## config.mk

```make
export PLATFORM = sky130hd
export DESIGN_NAME = reg_dump_unit
export DESIGN_NICKNAME = d
export VERILOG_FILES = /design/src/rtl/reg_dump_unit_pkg.sv /design/src/rtl/reg_dump_unit_byte_serializer.sv /design/src/rtl/reg_dump_unit.sv
export SDC_FILE = /design/constraint.sdc
export NUM_CORES = 1
export LEC_CHECK = 0
export ABC_AREA = 1
export BUFFER_PORTS_ARGS = -buffer_cell sky130_fd_sc_hd__buf_2
export CAP_MARGIN = 20
export CORE_UTILIZATION = 54
export DETAILED_ROUTE_END_ITERATION = 10
export PLACE_DENSITY_LB_ADDON = 0.05
export SYNTH_ARGS = -nofsm -noshare
export SYNTH_HDL_FRONTEND = slang
export SYNTH_SLANG_ARGS = --single-unit
```

## constraint.sdc

```tcl
create_clock -name clk -period 1.8 [get_ports clk]
set_input_delay 0.09 -clock clk [delete_from_list [all_inputs] [get_ports clk]]
set_output_delay 0.09 -clock clk [all_outputs]
set_load 0.03 [all_outputs]
```

## src/rtl/reg_dump_unit_pkg.sv

```systemverilog
// Shared constants and state encodings for the register dump unit.
// Optional checksum byte is enabled by the REG_DUMP_CHECKSUM_EN macro.
package reg_dump_unit_pkg;

    localparam int unsigned BYTE_W     = 8;
    localparam int unsigned REG_ADDR_W = 5;

    typedef enum logic [3:0] {
        ST_IDLE,
        ST_SEL,
        ST_WAITRD,
        ST_CAPTURE,
        ST_SEND,
        ST_WAITTX,
        ST_NEXT,
        ST_FINISH,
        ST_CKSUM
    } state_e;

    typedef enum logic [1:0] {
        SER_IDLE,
        SER_SEND,
        SER_WAITTX
    } ser_state_e;

endpackage

```

## src/rtl/reg_dump_unit_byte_serializer.sv

```systemverilog
// Loads one word and sends it LSB byte first over a start/done UART handshake.
// single_i limits the word to its low byte.
module byte_serializer
    import reg_dump_unit_pkg::*;
#(
    parameter int unsigned DATA_W = 32
) (
    input  logic              clk,
    input  logic              reset,
    input  logic              load_i,
    input  logic              single_i,
    input  logic [DATA_W-1:0] word_i,
    input  logic              tx_ready_i,
    input  logic              tx_done_i,
    output logic [BYTE_W-1:0] tx_data_o,
    output logic              tx_start_o,
    output logic              word_done_o
);

    localparam int unsigned NBYTES = DATA_W / BYTE_W;
    localparam int unsigned IDX_W  = $clog2(NBYTES + 1);

    ser_state_e        state_q, state_d;
    logic [DATA_W-1:0] shreg_q, shreg_d;
    logic [IDX_W-1:0]  idx_q, idx_d;
    logic              single_q, single_d;
    logic [BYTE_W-1:0] tx_data_q, tx_data_d;
    logic              tx_start_q, tx_start_d;
    logic              word_done_q, word_done_d;
    logic              last_byte;

    assign last_byte = (idx_q + IDX_W'(1)) == (single_q ? IDX_W'(1) : IDX_W'(NBYTES));

    always_ff @(posedge clk) begin
        if (reset) begin
            state_q     <= SER_IDLE;
            shreg_q     <= '0;
            idx_q       <= '0;
            single_q    <= 1'b0;
            tx_data_q   <= '0;
            tx_start_q  <= 1'b0;
            word_done_q <= 1'b0;
        end else begin
            state_q     <= state_d;
            shreg_q     <= shreg_d;
            idx_q       <= idx_d;
            single_q    <= single_d;
            tx_data_q   <= tx_data_d;
            tx_start_q  <= tx_start_d;
            word_done_q <= word_done_d;
        end
    end

    always_comb begin
        state_d = state_q;
        unique case (state_q)
            SER_IDLE:   if (load_i)     state_d = SER_SEND;
            SER_SEND:   if (tx_ready_i) state_d = SER_WAITTX;
            SER_WAITTX: if (tx_done_i)  state_d = last_byte ? SER_IDLE : SER_SEND;
            default:                    state_d = SER_IDLE;
        endcase
    end

    always_comb begin
        shreg_d     = shreg_q;
        idx_d       = idx_q;
        single_d    = single_q;
        tx_data_d   = tx_data_q;
        tx_start_d  = 1'b0;
        word_done_d = 1'b0;
        unique case (state_q)
            SER_IDLE: begin
                if (load_i) begin
                    shreg_d  = word_i;
                    idx_d    = '0;
                    single_d = single_i;
                end
            end
            SER_SEND: begin
                if (tx_ready_i) begin
                    tx_start_d = 1'b1;
                    tx_data_d  = shreg_q[BYTE_W-1:0];
                end
            end
            SER_WAITTX: begin
                if (tx_done_i) begin
                    shreg_d     = shreg_q >> BYTE_W;
                    idx_d       = idx_q + IDX_W'(1);
                    word_done_d = last_byte;
                end
            end
            default: ;
        endcase
    end

    assign tx_data_o   = tx_data_q;
    assign tx_start_o  = tx_start_q;
    assign word_done_o = word_done_q;

endmodule

```

## src/rtl/reg_dump_unit.sv

```systemverilog
// Debug register-file dump: sweeps all registers through the decode read port
// and streams them to the UART. REG_DUMP_CHECKSUM_EN appends an XOR checksum byte.
module reg_dump_unit
    import reg_dump_unit_pkg::*;
#(
    parameter int unsigned NREGS    = 32,
    parameter int unsigned DATA_W   = 32,
    parameter int unsigned READ_LAT = 1
) (
    input  logic                  clk,
    input  logic                  reset,
    input  logic                  start,
    input  logic [DATA_W-1:0]     rd_data,
    input  logic                  tx_ready,
    input  logic                  tx_done,
    output logic [REG_ADDR_W-1:0] du_areg,
    output logic                  du_c1,
    output logic [BYTE_W-1:0]     tx_data,
    output logic                  tx_start,
    output logic                  busy,
    output logic                  done
);

    localparam int unsigned LAT_W = 2;

    state_e                state_q, state_d;
    logic [LAT_W-1:0]      cnt_q, cnt_d;
    logic [REG_ADDR_W-1:0] du_areg_q, du_areg_d;
    logic                  du_c1_q, du_c1_d;
    logic                  busy_q, busy_d;
    logic                  done_q, done_d;
    logic                  last_reg;

    logic                  ser_load_c;
    logic                  ser_single_c;
    logic [DATA_W-1:0]     ser_word_c;
    logic                  word_done;

    assign last_reg = (du_areg_q == REG_ADDR_W'(NREGS - 1));

`ifdef REG_DUMP_CHECKSUM_EN
    logic [BYTE_W-1:0] cksum_q, cksum_d;
    logic              ck_phase_q, ck_phase_d;

    always_ff @(posedge clk) begin
        if (reset) begin
            cksum_q    <= '0;
            ck_phase_q <= 1'b0;
        end else begin
            cksum_q    <= cksum_d;
            ck_phase_q <= ck_phase_d;
        end
    end

    always_comb begin
        cksum_d    = cksum_q;
        ck_phase_d = ck_phase_q;
        if (tx_start) cksum_d = cksum_q ^ tx_data;
        if (state_q == ST_IDLE && start) begin
            cksum_d    = '0;
            ck_phase_d = 1'b0;
        end
        if (state_q == ST_CKSUM) ck_phase_d = 1'b1;
    end

    assign ser_load_c   = (state_q == ST_CAPTURE) || (state_q == ST_CKSUM);
    assign ser_single_c = (state_q == ST_CKSUM);
    assign ser_word_c   = (state_q == ST_CKSUM) ? DATA_W'(cksum_q) : rd_data;
`else
    assign ser_load_c   = (state_q == ST_CAPTURE);
    assign ser_single_c = 1'b0;
    assign ser_word_c   = rd_data;
`endif

    always_ff @(posedge clk) begin
        if (reset) state_q <= ST_IDLE;
        else       state_q <= state_d;
    end

    always_comb begin
        state_d = state_q;
        unique case (state_q)
            ST_IDLE:    if (start) state_d = ST_SEL;
            ST_SEL:     state_d = ST_WAITRD;
            ST_WAITRD:  if (cnt_q <= LAT_W'(1)) state_d = ST_CAPTURE;
            ST_CAPTURE: state_d = ST_SEND;
            ST_SEND: begin
                if (word_done) begin
`ifdef REG_DUMP_CHECKSUM_EN
                    state_d = ck_phase_q ? ST_FINISH : ST_NEXT;
`else
                    state_d = ST_NEXT;
`endif
                end
            end
            ST_NEXT: begin
`ifdef REG_DUMP_CHECKSUM_EN
                state_d = last_reg ? ST_CKSUM : ST_SEL;
`else
                state_d = last_reg ? ST_FINISH : ST_SEL;
`endif
            end
`ifdef REG_DUMP_CHECKSUM_EN
            ST_CKSUM:   state_d = ST_SEND;
`endif
            ST_FINISH:  state_d = ST_IDLE;
            default:    state_d = ST_IDLE;
        endcase
    end

    // du_c1 is only touched on leaving IDLE and in FINISH, so it never glitches mid-dump
    always_comb begin
        cnt_d     = cnt_q;
        du_areg_d = du_areg_q;
        du_c1_d   = du_c1_q;
        busy_d    = busy_q;
        done_d    = 1'b0;
        unique case (state_q)
            ST_IDLE: begin
                if (start) begin
                    busy_d    = 1'b1;
                    du_c1_d   = 1'b1;
                    du_areg_d = '0;
                end
            end
            ST_SEL:    cnt_d = LAT_W'(READ_LAT);
            ST_WAITRD: if (cnt_q != '0) cnt_d = cnt_q - LAT_W'(1);
            ST_NEXT:   if (!last_reg) du_areg_d = du_areg_q + REG_ADDR_W'(1);
            ST_FINISH: begin
                done_d    = 1'b1;
                du_c1_d   = 1'b0;
                busy_d    = 1'b0;
                du_areg_d = '0;
            end
            default: ;
        endcase
    end

    always_ff @(posedge clk) begin
        if (reset) begin
            cnt_q     <= '0;
            du_areg_q <= '0;
            du_c1_q   <= 1'b0;
            busy_q    <= 1'b0;
            done_q    <= 1'b0;
        end else begin
            cnt_q     <= cnt_d;
            du_areg_q <= du_areg_d;
            du_c1_q   <= du_c1_d;
            busy_q    <= busy_d;
            done_q    <= done_d;
        end
    end

    byte_serializer #(
        .DATA_W (DATA_W)
    ) u_ser (
        .clk         (clk),
        .reset       (reset),
        .load_i      (ser_load_c),
        .single_i    (ser_single_c),
        .word_i      (ser_word_c),
        .tx_ready_i  (tx_ready),
        .tx_done_i   (tx_done),
        .tx_data_o   (tx_data),
        .tx_start_o  (tx_start),
        .word_done_o (word_done)
    );

    assign du_areg = du_areg_q;
    assign du_c1   = du_c1_q;
    assign busy    = busy_q;
    assign done    = done_q;

endmodule

```

After elaboration in Yosys (flattened, before gate mapping). Index checks and enable logic that the tools add are counted.

Flip-flop bits (word level): 60. Output and inout port bits: 17. Bits of input ports: 37. Logic and storage cells: 77.

Add/subtract/negate cells: 3. Mux-type cells: 25. Reduce and logical (&&, ||, !) cells: 16. Eq/ne operators: 18. Order comparisons: 1. Bitwise gates (word level): 3.

Operators by type and width (count): 2-to-1 mux 32 bit (2); case mux 32 bit (2 select lines) (1); case mux 4 bit (6 select lines) (1); case mux 5 bit (3 select lines) (1); inequality test 2 bit (second input constant) (7); == test 4 x 3 -> 1 bit (second input constant) (3); 2-to-1 mux 4 bit (3); AND reduction 3 bit (4); 2-to-1 mux 5 bit (2); 2-to-1 mux 3 bit (3); == test 4 x 2 -> 1 bit (second input constant) (2); 2-to-1 mux 2 bit (4); nonzero test 2 bit (4); case mux 2 bit (3 select lines) (1); case mux 3 bit (2 select lines) (1); AND reduction 2 bit (3); adder 5 x 1 -> 5 bit (second input constant) (1); == test 5 bit (second input constant) (1); == test 4 x 1 -> 1 bit (second input constant) (1); zero test 4 bit (1); 2-to-1 mux 1 bit (4); case mux 2 bit (2 select lines) (1); adder 3 x 1 -> 3 bit (second input constant) (1); == test 3 bit (second input constant) (1); other kinds (11) (13).

Depth between registers and ports, before layout. Gate-level depths: netlist of the first run.

Depth after elaboration: 5. Gate-level depth with buffers: 10. Gate-level depth less buffers: 10.

Modules after synthesis. From an unflattened synthesis of the first run, not the netlist that was laid out.

Cells, all modules: 356. Area total of the unflattened synthesis: 2803.9 um^2.

By module, submodules not included: byte_serializer (area each 2058.2 um^2, cells each 253, sequential area each 960.9 um^2, instances 1); reg_dump_unit (area each 745.7 um^2, cells each 103, sequential area each 240.2 um^2, instances 1).

Worst setup path after synthesis of the first run. No wires, ideal clock.

Path kind: register to register. From: register du_areg_q[0] (netlist: du_areg[0]). To: register du_areg_q[0] (netlist: du_areg[0]). Period minus slack after synthesis: 1674 ps. Buffers on the path: 0. Setup time: 70 ps. Path slack: 126 ps. Data required time: 1730 ps. Arrival: 1604 ps. Cell stages (with the launch flop): 11. Cells stage by stage: dfxtp_1 > ha_1 > nand2_1 > nor2_1 > ha_1 > nand4_1 > nand2_1 > inv_2 > nand2_1 > nand2_1 > a21oi_1.

Cells in the longest elaborated chain, start to end: 3. Elaborated cells between the ends (all ways): 6. Classes of those cells: add/sub: 1; eq/ne: 2; mux: 2; reduce/logical: 1.

Ends and longest elaborated chain: from (decl) (RTL line reg_dump_unit.sv:28) `logic [REG_ADDR_W-1:0] du_areg_q, du_areg_d;`; from (signal assigned) (RTL line reg_dump_unit.sv:148) `du_areg_q <= du_areg_d;`; adder 5 x 1 -> 5 bit / == test 5 bit (equally long branches) (RTL line reg_dump_unit.sv:128, reg_dump_unit.sv:39); 2-to-1 mux 5 bit / inequality test 2 bit (equally long branches); case mux 5 bit (3 select lines) / AND reduction 3 bit (equally long branches).

Several ways; a longest one is shown, not always the timed one. The select of a mux whose other input is x is not followed. A chain may end at the register's enable or synchronous reset.

Worst setup path after layout of the first run. Same ends and word-level chain as after synthesis.

==> results.md, run 1 <==
- The number of buffers created by CTS is 9.
- The worst slew margin relative to its limit is 62.1%.
- The path type of the worst min-delay path is primary input to register.
- The synthesis-to-finish area growth is 17.4%.
- The synthesized-area fraction occupied by ao, oa, aoi and oai cells is 12.5%.
- The mux contribution to synthesized area is 0%.
- The via count of the first global-routing pass was 2197.
- After clock tree synthesis, the clock-pin slew on the worst setup and hold paths is 60 ps.
- For this run, design rule violations remaining after detail routing come to 0.
- The number of nets in the layout is 487.
- In this run the cell area of the synthesized design comes to 0.00274 mm2.
- The logic depth of the worst register-to-register path is 10.
- The total power draw is 3020 uW.
- Setup violations remaining at the end of the flow were counted as 0.
- In this run the deepest clock path goes through 2 buffers.
- The gate count of the mapped netlist is 392.
- By area the synthesized netlist is led by sky130_fd_sc_hd__dfxtp_1 (43%), sky130_fd_sc_hd__nand2_1 (15%), sky130_fd_sc_hd__nor2_1 (8.2%).
- The antenna diode instance count is 0.
- The capturing element of the worst setup path is du_areg[0]$_SDFFE_PP0P_.
- The vias per cell is 4.91.
- The maximum achievable frequency is 636 MHz.
- The die is 73.2 um tall.
- The synthesized netlist devotes 2.74% of its cell area to adder and majority cells.
- The reg-to-reg startpoint is du_areg[0]$_SDFFE_PP0P_.
- Once detailed placement completed, the half-perimeter wirelength came to 3700 um.
- The data arrival at the endpoint of the critical path is 1830 ps.
- The clock tree synthesis step divided the H-tree into 3 levels.
- The cell accounting for the most synthesized area is sky130_fd_sc_hd__dfxtp_1.
- In this run the tool buffered the top-level ports with 53 buffer cells.
- The total of warnings raised by yosys is 0.
- The final setup TNS is 0 ps.
- The pin count of the biggest net entering global routing is 42.
- The run finished with clean final reports.
- After synthesis, the largest family of logic cells by area is simple AND/OR/NAND/NOR gates.
- The clock tree skew after final layout is 7.66 ps.
- The global-route usage over all layers is 23.4%.
- The areal power density over the cells is 938 mW/mm2.
- The final design instance area without fill is 0.00322 mm2.
- For this run, the share of the core covered by cells in the final layout is 66.8%.
- In this run the static leakage power is 0.00155 uW.
- The number of optimization iterations in the first detailed-route pass is 4.
- Setup slack on the worst reg-to-reg path comes out at 230 ps.
- The floorplan step set the die width to 73.2 um.
- The sequential share of the synthesized area is 43.1%.
- The die covers 0.00536 mm2.
- In this run, the number of DRC markers left after iteration 0 of detailed routing was 99.
- The kind of end point of the critical path is a register.
- The proportion of synthesized flip-flops having asynchronous set or reset is 0%.
- The final-report hold violation count is 0.
- TritonCTS built the clock tree.
- The core region is 0.00482 mm2.
- In this run the mean area of a mapped cell was 6.99 um2.
- The commonest cells after synthesis are sky130_fd_sc_hd__nand2_1 (109), sky130_fd_sc_hd__nor2_1 (60), sky130_fd_sc_hd__dfxtp_1 (59).
- Setup repair after global routing left no endpoint under its margin.
- In the finished design, the share of the clock period the worst path needs comes to 87.3%.
- The worst setup path category is register to register.
- The clock root buffer is sky130_fd_sc_hd__clkbuf_8.
- The total area of sequential cells is 0.00118 mm2.
- STA classifies the critical path startpoint as a register.
- 54 I/O pins were placed.
- The number of antenna violations at the first check in global routing is 0.
- The number of distinct library cell variants in the gate-level netlist after synthesis is 27.
- In the post-synthesis netlist, the cell with the most instances is sky130_fd_sc_hd__nand2_1.
- The biggest fanout along the worst timing path is 9.
- In the synthesized netlist the dominant register cell turns out to be sky130_fd_sc_hd__dfxtp_1.
- In this run the cell area measured after placement is 0.00301 mm2.
- For this configuration, the core starts out at a cell density of 56.9%.
- Dividing the detail-routed wire length by the instance count gives 11.0 um.
- The clock sink count is 59.
- The worst IR drop on VDD is 0.504 mV.
- The overall via count from detail_route is 2534.
- The congestion estimate from routability-driven global placement came to 0.834.
- The later pin in the worst-skew pair is clocked with a latency of 340 ps.
- The worst endpoint required time is 2060 ps.
- Wires add up to 5680 um.
- The detail route stage leaves a number of antenna-violating nets equal to 0.
- The max-slew violation count was 0.
- Counting every net in the synthesized netlist gives 435.
- The routed design could run at a clock period as short as 1570 ps.
- The share of the synthesized netlist area taken by xor and xnor gates is 0.320%.
- The flop and latch count out of synthesis is 59.
- The global-route wire length before repair is 9670 um.
- The max-cap violation count is 0.
- The worst register-to-register path ends at du_areg[0]$_SDFFE_PP0P_.
- Global routing finished with a remaining overflow of 0.
- In this run, synthesis inferred 0 flip-flops with an integrated enable.
- The portion of synthesized cell area occupied by the leading cell type is 43.1%.
- The share of post-route cells with drive strength above 1 is 21.2%.
- The transition time of the tightest slew-check pin is 567 ps.
- The multi-input combinational cell area is 0.00134 mm2.
- In this run the core area contains 25 standard-cell rows.
- The fill cell total of the finished layout is 466.
- Summing the areas of all and, or, nand and nor instances in the mapped netlist gives 33.1% of the synthesized area.
- The timing startpoint of the critical path is du_areg[0]$_SDFFE_PP0P_.
==> report_power, final <==
| part | internal, uW | leakage [uW] | total (uW) | switching [uW] |
|---|---|---|---|---|
| Clock | 670 | 0.0000991 | 1190 | 522 |
| Combinational | 142 | 0.000973 | 403 | 261 |
| Sequential | 1380 | 0.000479 | 1420 | 48.5 |
| Total | 2190 | 0.00155 | 3020 | 831 |
==> layout by cell type, fill, tap and decap left out, types with 6 or more instances in the layout <==
cell type,count
sky130_fd_sc_hd__a21oi_1,28
sky130_fd_sc_hd__buf_2,53
sky130_fd_sc_hd__buf_4,7
sky130_fd_sc_hd__clkbuf_8,10
sky130_fd_sc_hd__dfxtp_1,57
sky130_fd_sc_hd__ha_1,6
sky130_fd_sc_hd__inv_1,24
sky130_fd_sc_hd__nand2_1,109
sky130_fd_sc_hd__nand3_1,23
sky130_fd_sc_hd__nor2_1,59
sky130_fd_sc_hd__nor2_2,8
sky130_fd_sc_hd__o21ai_0,37
==> cells by family (layout without fill, tap and decap cells) <==
group                    count (synthesis)  count (layout)
AO/OA/AOI/OAI                           67              67
flip-flops                              59              59
XOR/XNOR                                 1               1
AND/OR/NAND/NOR                        213             213
adder cells (fa/ha/maj)                  6               6
buffers and inverters                   46             103
==> metal layers <==
metal,global-route usage (%),vias to the layer above,share of wire [%]
met2,35.4,73,43
met3,4.97,6,5.9
met5,0,-,0
li1,-,1355,-
met4,11.1,0,1.3
met1,31.6,1100,50
==> timing repair <==
action                                  4_1_cts  5_1_grt
hold endpoints to repair                      0        0
endpoints found under the setup margin        0        5
gates resized for setup                       0        2
hold buffers                                  0        0
setup buffers                                 0        2
==> layout make-up <==
class                      count  share of cell area (%)
clock buffer                  11                    4.39
clock inverter                 5                    1.63
inverter                      27                    3.23
multi-input combinational    287                    41.5
sequential                    59                    36.8
tap                           67                    2.60
timing repair buffer          60                    9.88
==> critical path, cell delays in order (launching register included) <==
cell,delay [ps]
sky130_fd_sc_hd__dfxtp_2,380
sky130_fd_sc_hd__ha_1,190
sky130_fd_sc_hd__nand2_1,80
sky130_fd_sc_hd__nor2_1,100
sky130_fd_sc_hd__ha_1,160
sky130_fd_sc_hd__nand4_1,130
sky130_fd_sc_hd__nand2_1,120
sky130_fd_sc_hd__inv_2,80
sky130_fd_sc_hd__nand2_1,90
sky130_fd_sc_hd__nand2_1,60
sky130_fd_sc_hd__a21oi_1,110
==> registers in the layout, indices dropped and copies added (netlist names), 2 cells and up <==
register / cells
state_q: 3
u_ser.shreg_q: 32
u_ser.idx_q: 3
u_ser.tx_data_o: 8
cnt_q: 2
u_ser.state_q: 2
du_areg: 5
==> worst min path at each step <==
stage / from / end / slack (ps) / cells after the start
after floorplan: start / busy$_SDFFE_PP0P_ / 250 / 2
after global placement: rd_data[27] / u_ser.shreg_q[27]$_SDFFE_PP0P_ / 360 / 3
after detailed placement: rd_data[25] / u_ser.shreg_q[25]$_SDFFE_PP0P_ / 370 / 3
after CTS: rd_data[25] / u_ser.shreg_q[25]$_SDFFE_PP0P_ / 10 / 3
after global routing: rd_data[24] / u_ser.shreg_q[24]$_SDFFE_PP0P_ / 30 / 3
final: rd_data[31] / u_ser.shreg_q[31]$_SDFFE_PP0P_ / 20 / 3
==> stage by stage <==
step / instances / setup WS [ps] / hold slack (ps)
floorplan: 392 / 126 / 251
global placement: 498 / 265 / 363
detailed placement: 498 / 171 / 368
CTS: 514 / 153 / 13.8
global route: 516 / 13.3 / 32.2
finish: 516 / 228 / 20.0
No activity file was read; power rests on OpenSTA's default activity.
==> inputs of run 2 (changes only) <==
--- a/config.mk
+++ b/config.mk
@@ -8,6 +8,7 @@
 export ABC_AREA = 1
 export BUFFER_PORTS_ARGS = -buffer_cell sky130_fd_sc_hd__buf_2
 export CAP_MARGIN = 20
+export CORE_MARGIN = 2
 export CORE_UTILIZATION = 54
 export DETAILED_ROUTE_END_ITERATION = 10
 export PLACE_DENSITY_LB_ADDON = 0.05
==> run 2 against run 1 <==
Effect of this change: global-route usage shrank 1.7 points; clock power down 10%; sequential share of layout area is 0.24 points higher; via count stayed put; clock skew barely moved; count of clock-buffer cells in the layout grew 3; largest cell class unchanged; largest power group unchanged.
==> results.md, run 2 (synthesis results as in run 1) <==
- The number of nets in the layout came to 487 (unchanged).
- The proportion of power drawn by flip-flops and latches was 49.1% (was 47.2%).
- The floorplan die area was 0.00566 mm2 (was 0.00536 mm2).
- The number of buffers created by CTS is 9 (unchanged).
- The worst IR drop on VDD was 0.487 mV (was 0.504 mV).
- The synthesis-to-finish area growth was 16.7% (was 17.4%).
- Status: completed (unchanged).
- The detailed-route wire length per cell is 10.9 um (was 11.0 um).
- The total net switching power is 808 uW (was 831 uW).
- The residual overflow from global routing is 0 (unchanged).
- The commonest non-fill, non-tap cell in the layout was sky130_fd_sc_hd__nand2_1 (unchanged).
- The worst endpoint required time came to 2050 ps (was 2060 ps).
- Leading cell types in the layout, fill and taps excluded: sky130_fd_sc_hd__nand2_1 (109), sky130_fd_sc_hd__nor2_1 (59), sky130_fd_sc_hd__dfxtp_1 (57) (unchanged).
- The number of I/O pins is 54 (unchanged).
- The top register by number of flip-flops is u_ser.shreg_q (unchanged).
- The number of optimization iterations in the first detailed-route pass came to 4 (unchanged).
- The number of buffers inserted for hold repair after clock tree synthesis is 0 (unchanged).
- The global-route wire length before repair is 9300 um (was 9670 um).
- The HPWL after detailed placement was 3770 um (was 3700 um).
- The total length of routed wires is 5600 um (was 5680 um).
- Setup repair after global routing missed its margin: false (unchanged).
- The via count of the first global-routing pass is 2200 (was 2197).
- The final-report hold violation count is 0 (unchanged).
- The clock tree skew after final layout came to 7.87 ps (was 7.66 ps).
- The cell total after placement is 500 (was 498).
- The clock transition at the registers of the reported paths is 60 ps (about the same).
- The final setup TNS is 0 ps (unchanged).
- The cell internal power dissipation is 2090 uW (was 2190 uW).
- The max-cap violation count is 0 (unchanged).
- The clock sink count is 59 (unchanged).
- The proportion of power drawn by combinational gates came to 13.9% (was 13.3%).
- The final-report setup violation count is 0 (unchanged).
- The clock period minus final worst setup slack was 1580 ps (was 1570 ps).
- The kind of end point of the critical path is a register (unchanged).
- The data arrival at the endpoint of the critical path came to 1830 ps (about the same).
- The pin count of the biggest net entering global routing is 42 (unchanged).
- The number of I/O port buffers was 53 (unchanged).
- The worst slew margin relative to its limit was 74.2% (was 62.1%).
- The sort of element at the start of the critical path is a register (unchanged).
- The vias per cell came to 4.91 (unchanged).
- The ratio of final minimum period to clock period is 87.5% (was 87.3%).
- The number of antenna violations at the first check in global routing came to 0 (unchanged).
- The net switching fraction of the power is 27.9% (was 27.5%).
- The clock network latency to the later pin of the worst-skew pair is 330 ps (was 340 ps).
- The horizontal die dimension came to 75.2 um (was 73.2 um).
- The remaining antenna violation count after routing came to 0 (unchanged).
- The overall via count from detail_route came to 2534 (unchanged).
- The path type of the worst min-delay path is primary input to register (unchanged).
- The post-detailed-route DRC marker count is 0 (unchanged).
- The minimum hold slack is 25.8 ps (was 20.0 ps).
- The antenna diode instance count came to 0 (unchanged).
- The areal power density over the cells is 907 mW/mm2 (was 938 mW/mm2).
- The clock root buffer is sky130_fd_sc_hd__clkbuf_8 (unchanged).
- The overall die height came to 75.2 um (was 73.2 um).
- The final non-filler cell total was 516 (unchanged).
- The floorplan core area is 0.00482 mm2 (unchanged).
- The number of flip-flops under the largest register name came to 32 (unchanged).
- The proportion of power drawn by the clock network is 37.0% (was 39.5%).
- The max-slew violation count is 0 (unchanged).
- The starting density of the core is 56.9% (unchanged).
- The maximum achievable frequency is 635 MHz (was 636 MHz).
- The share of post-route cells with drive strength above 1 is 20.7% (was 21.2%).
- The transition time of the tightest slew-check pin is 387 ps (was 567 ps).
- The static leakage came to 0.00154 uW (was 0.00155 uW).
- The maximum clock insertion buffer count is 2 (unchanged).
- The clock tree from TritonCTS is done (unchanged).
- The number of placement rows is 25 (unchanged).
- The global-route usage over all layers was 21.6% (was 23.4%).
- The maximum level of the CTS H-tree came to 3 (unchanged).
- The routability congestion estimate from global placement came to 0.856 (was 0.834).
- The biggest fanout along the worst timing path came to 9 (unchanged).
- The worst setup path category was register to register (unchanged).
- The violation count after the first detailed-routing iteration is 167 (was 99).
## run 2: cell types whose count changed in the layout (fill, tap and decap cells not counted)
cell                         change
sky130_fd_sc_hd__bufinv_16       -1
sky130_fd_sc_hd__clkbuf_1        +2
sky130_fd_sc_hd__clkbuf_8        +1
sky130_fd_sc_hd__clkinv_2        -1
sky130_fd_sc_hd__clkinvlp_4      -1
## run 2: per-layer routing
layer  GRT usage, %  wire (um)
met2           34.3       2430
met1           28.0       2760
met5              0          0
met4           10.5         92
met3           4.69        316
## run 2: power groups by stage
stage,Clock (uW),Sequential [uW],Combinational [uW]
floorplan,0,1480,262
global placement,0,1450,399
detailed placement,0,1450,405
CTS,1090,1420,407
global route,1140,1440,463
finish,1070,1420,403
## run 2: cell type report
class | count | area [um2]
inverters | 27 | 104
clock buffers | 14 | 163
fillers | 467 | 1620
multi-input cells | 287 | 1340
flip-flops and latches | 59 | 1180
well taps | 67 | 83.8
clock inverters | 2 | 10.0
repair buffers | 60 | 318
## run 2: timing repair
action	CTS	global route
endpoints found under the setup margin	0	1
buffers inserted	0	0
resized for setup	0	2
## run 2: worst paths after layout
kind                                                       from                         endpoint  slack, ps  cells after the start
worst min register to register  u_ser.tx_data_o[1]$_SDFFE_PP0P_  u_ser.tx_data_o[1]$_SDFFE_PP0P_        440                      2
worst max-delay path                    du_areg[0]$_SDFFE_PP0P_          du_areg[0]$_SDFFE_PP0P_        220                     10
worst min-delay path                                rd_data[27]   u_ser.shreg_q[27]$_SDFFE_PP0P_         30                      3
worst max register to register          du_areg[0]$_SDFFE_PP0P_          du_areg[0]$_SDFFE_PP0P_        220                     10
## run 2: critical path: stages (launching register included)
cell and delay (ps):
sky130_fd_sc_hd__dfxtp_2 370, sky130_fd_sc_hd__ha_1 180, sky130_fd_sc_hd__nand2_1 70, sky130_fd_sc_hd__nor2_1 100
sky130_fd_sc_hd__ha_1 150, sky130_fd_sc_hd__nand4_1 150, sky130_fd_sc_hd__nand2_1 130, sky130_fd_sc_hd__inv_2 80
sky130_fd_sc_hd__nand2_1 90, sky130_fd_sc_hd__nand2_1 60, sky130_fd_sc_hd__a21oi_1 110
## run 2: metrics by stage
step / power (uW) / instance area [um2] / utilization, % / worst slack [ps]
after floorplan: 1750 / 2740 / - / 126
after global placement: 1850 / 3020 / 62.7 / 269
final: 2900 / 3200 / 66.4 / 225
after detailed placement: 1860 / 3020 / 62.7 / 194
after global routing: 3040 / 3200 / 66.4 / 42.7
after CTS: 2920 / 3190 / 66.3 / 166
==> inputs of run 3 (changes only) <==
--- a/config.mk
+++ b/config.mk
@@ -8,6 +8,7 @@
 export ABC_AREA = 1
 export BUFFER_PORTS_ARGS = -buffer_cell sky130_fd_sc_hd__buf_2
 export CAP_MARGIN = 20
+export CORE_ASPECT_RATIO = 1.5
 export CORE_MARGIN = 2
 export CORE_UTILIZATION = 54
 export DETAILED_ROUTE_END_ITERATION = 10
==> run 3 against run 2 <==
Effect of this change: flip-flop and latch count unchanged; final cell count rose by 0.19%; first-iteration DRC count decreased by 16%; total power up 10%; combinational power up 3%; die area up 0.20%; sequential power is essentially flat; critical path depth unchanged; routed wire length increased by 11%; design area is 2.0% higher; hold slack worse by 5.7 ps.
==> results.md, run 3 (synthesis results as in run 1) <==
- The commonest non-fill, non-tap cell in the layout is sky130_fd_sc_hd__nand2_1 (unchanged).
- The share of post-route cells with drive strength above 1 came to 21.5% (was 20.7%).
- The final setup TNS is 0 ps (unchanged).
- The worst IR drop on VDD is 0.630 mV (was 0.487 mV).
- The proportion of power drawn by the clock network is 42.4% (was 37.0%).
- The proportion of power drawn by flip-flops and latches is 44.6% (was 49.1%).
- Setup repair after global routing missed its margin: false (unchanged).
- The routability congestion estimate from global placement is 0.841 (was 0.856).
- The proportion of power drawn by combinational gates is 12.9% (was 13.9%).
- The final core area utilization is 67.3% (was 66.4%).
- The path type of the worst min-delay path is primary input to register (unchanged).
- The global-route usage over all layers is 24.0% (was 21.6%).
- The areal power density over the cells is 980 mW/mm2 (was 907 mW/mm2).
- The starting density of the core is 56.5% (was 56.9%).
- The transition time of the tightest slew-check pin was 407 ps (was 387 ps).
- The minimum setup slack in the final design is 219 ps (was 225 ps).
- The detailed-route wire length per cell is 12.0 um (was 10.9 um).
- The vias per cell is 5.02 (was 4.91).
- The clock root buffer was sky130_fd_sc_hd__clkbuf_8 (unchanged).
- The net switching fraction of the power is 26.9% (was 27.9%).
- The final-report hold violation count is 0 (unchanged).
- The violation count after the first detailed-routing iteration was 140 (was 167).
- The ratio of final minimum period to clock period is 87.8% (was 87.5%).
- The remaining antenna violation count after routing is 0 (unchanged).
- The floorplan die area came to 0.00567 mm2 (was 0.00566 mm2).
- The clock tree skew after final layout is 7.03 ps (was 7.87 ps).
- The clock tree from TritonCTS is done (unchanged).
- Status: completed (unchanged).
- The overall die height is 91.2 um (was 75.2 um).
- The antenna diode instance count came to 0 (unchanged).
- The clock transition at the registers of the reported paths is 70 ps (was 60 ps).
- The via count of the first global-routing pass is 2532 (was 2200).
- The number of nets in the layout is 489 (was 487).
- The total area of sequential cells was 0.00118 mm2 (unchanged).
- The number of I/O pins was 54 (unchanged).
- The number of buffers inserted for hold repair after clock tree synthesis is 0 (unchanged).
- The worst-case setup slack after placement is 164 ps (was 194 ps).
- The number of buffers created by CTS was 9 (unchanged).
- The maximum achievable frequency came to 633 MHz (was 635 MHz).
- The total net switching power is 859 uW (was 808 uW).
- The kind of end point of the critical path is a register (unchanged).
- The pin count of the biggest net entering global routing is 36 (was 42).
- The final-report setup violation count is 0 (unchanged).
- The top register by number of flip-flops was u_ser.shreg_q (unchanged).
- The residual overflow from global routing is 0 (unchanged).
- The synthesis-to-finish area growth is 19.0% (was 16.7%).
- The number of I/O port buffers is 53 (unchanged).
- The number of antenna violations at the first check in global routing is 0 (unchanged).
- The max-slew violation count is 0 (unchanged).
- The HPWL after detailed placement came to 4330 um (was 3770 um).
- The fill cell total of the finished layout is 467 (unchanged).
- The total length of routed wires is 6230 um (was 5600 um).
- The clock sink count is 59 (unchanged).
- The post-detailed-route DRC marker count is 0 (unchanged).
- The cell internal power dissipation is 2340 uW (was 2090 uW).
- The sort of element at the start of the critical path is a register (unchanged).
- The maximum clock insertion buffer count was 2 (unchanged).
- The worst slew margin relative to its limit was 72.9% (was 74.2%).
- The number of flip-flops under the largest register name came to 32 (unchanged).
- Leading cell types in the layout, fill and taps excluded: sky130_fd_sc_hd__nand2_1 (109), sky130_fd_sc_hd__nor2_1 (60), sky130_fd_sc_hd__dfxtp_1 (57) (was sky130_fd_sc_hd__nand2_1 (109), sky130_fd_sc_hd__nor2_1 (59), sky130_fd_sc_hd__dfxtp_1 (57)).
- The clock network latency to the later pin of the worst-skew pair is 330 ps (about the same).
- The number of placement rows was 31 (was 25).
- The multi-input combinational cell area is 0.00133 mm2 (was 0.00134 mm2).
- The static leakage is 0.00157 uW (was 0.00154 uW).
- The data arrival at the endpoint of the critical path is 1840 ps (was 1830 ps).
- The biggest fanout along the worst timing path came to 9 (unchanged).
- The maximum level of the CTS H-tree is 3 (unchanged).
- The number of optimization iterations in the first detailed-route pass is 4 (unchanged).
- The clock period minus final worst setup slack is 1580 ps (about the same).
- The global-route wire length before repair is 11000 um (was 9300 um).
- The worst setup path category is register to register (unchanged).
- The overall via count from detail_route is 2595 (was 2534).
- The max-cap violation count is 0 (unchanged).
- The floorplan core area is 0.00485 mm2 (was 0.00482 mm2).
- The horizontal die dimension came to 62.2 um (was 75.2 um).
- The worst endpoint required time was 2060 ps (was 2050 ps).
run 3: cell types whose count changed in the layout (fill, tap and decap cells not counted):
cell                         before  now
sky130_fd_sc_hd__buf_4            7    9
sky130_fd_sc_hd__clkbuf_8        11   10
sky130_fd_sc_hd__nor2_2           8    7
sky130_fd_sc_hd__clkinv_2         2    1
sky130_fd_sc_hd__clkbuf_1         3    0
sky130_fd_sc_hd__clkinv_4         0    1
sky130_fd_sc_hd__clkinvlp_4       0    2
sky130_fd_sc_hd__bufinv_16        0    2
sky130_fd_sc_hd__nor2_1          59   60
run 3: path summary, 6_finish.rpt:
check / end / cells past startpoint / startpoint / slack (ps)
setup reg to reg: du_areg[0]$_SDFFE_PP0P_ / 10 / du_areg[0]$_SDFFE_PP0P_ / 220
hold reg to reg: u_ser.tx_data_o[6]$_SDFFE_PP0P_ / 2 / u_ser.tx_data_o[6]$_SDFFE_PP0P_ / 450
hold / removal: u_ser.shreg_q[26]$_SDFFE_PP0P_ / 3 / rd_data[26] / 20
setup / recovery: du_areg[0]$_SDFFE_PP0P_ / 10 / du_areg[0]$_SDFFE_PP0P_ / 220
run 3: stage by stage:
stage	hold WS [ps]	cell area, um2	power, uW	std cells
after floorplan	251	2740	1750	392
after global placement	362	3030	1860	501
after detailed placement	372	3030	1870	501
after CTS	18.2	3260	3220	517
after global routing	33.7	3260	3340	517
final	20.1	3260	3200	517
run 3: layer usage:
| layer | GRT usage, % | vias up | part of all wire, % |
|---|---|---|---|
| met2 | 43.1 | 56 | 51 |
| met5 | 0 | - | 0 |
| met4 | 7.78 | 0 | 1.3 |
| li1 | - | 1358 | - |
| met3 | 5.82 | 8 | 3.9 |
| met1 | 27.8 | 1173 | 44 |
run 3: critical path, cell delays in order (launching register included):
cell and delay (ps):
sky130_fd_sc_hd__dfxtp_2 370, sky130_fd_sc_hd__ha_1 190, sky130_fd_sc_hd__nand2_1 80, sky130_fd_sc_hd__nor2_1 110, sky130_fd_sc_hd__ha_1 160, sky130_fd_sc_hd__nand4_1 140
sky130_fd_sc_hd__nand2_1 130, sky130_fd_sc_hd__inv_2 80, sky130_fd_sc_hd__nand2_1 80, sky130_fd_sc_hd__nand2_1 70, sky130_fd_sc_hd__a21oi_1 110
run 3: what timing repair did:
| action | 4_1_cts | 5_1_grt |
|---|---|---|
| setup endpoints to repair | 0 | 2 |
| hold endpoints to repair | 0 | 0 |
| buffers inserted | 0 | 0 |
| gates resized for setup | 0 | 2 |
run 3: cell type report:
class,count,share of cell area (%)
multi-input cells,287,40.9
repair buffers,62,10.2
clock inverters,6,2.72
inverters,27,3.18
flip-flops and latches,59,36.3
well taps,66,2.53
clock buffers,10,4.22
run 3: power groups by stage:
| stage | Clock, uW | Combinational (uW) | Sequential [uW] |
|---|---|---|---|
| final | 1360 | 414 | 1430 |
| after global routing | 1440 | 470 | 1440 |
| after CTS | 1380 | 418 | 1430 |
| after detailed placement | 0 | 414 | 1460 |
| after global placement | 0 | 410 | 1450 |
| after floorplan | 0 | 262 | 1480 |
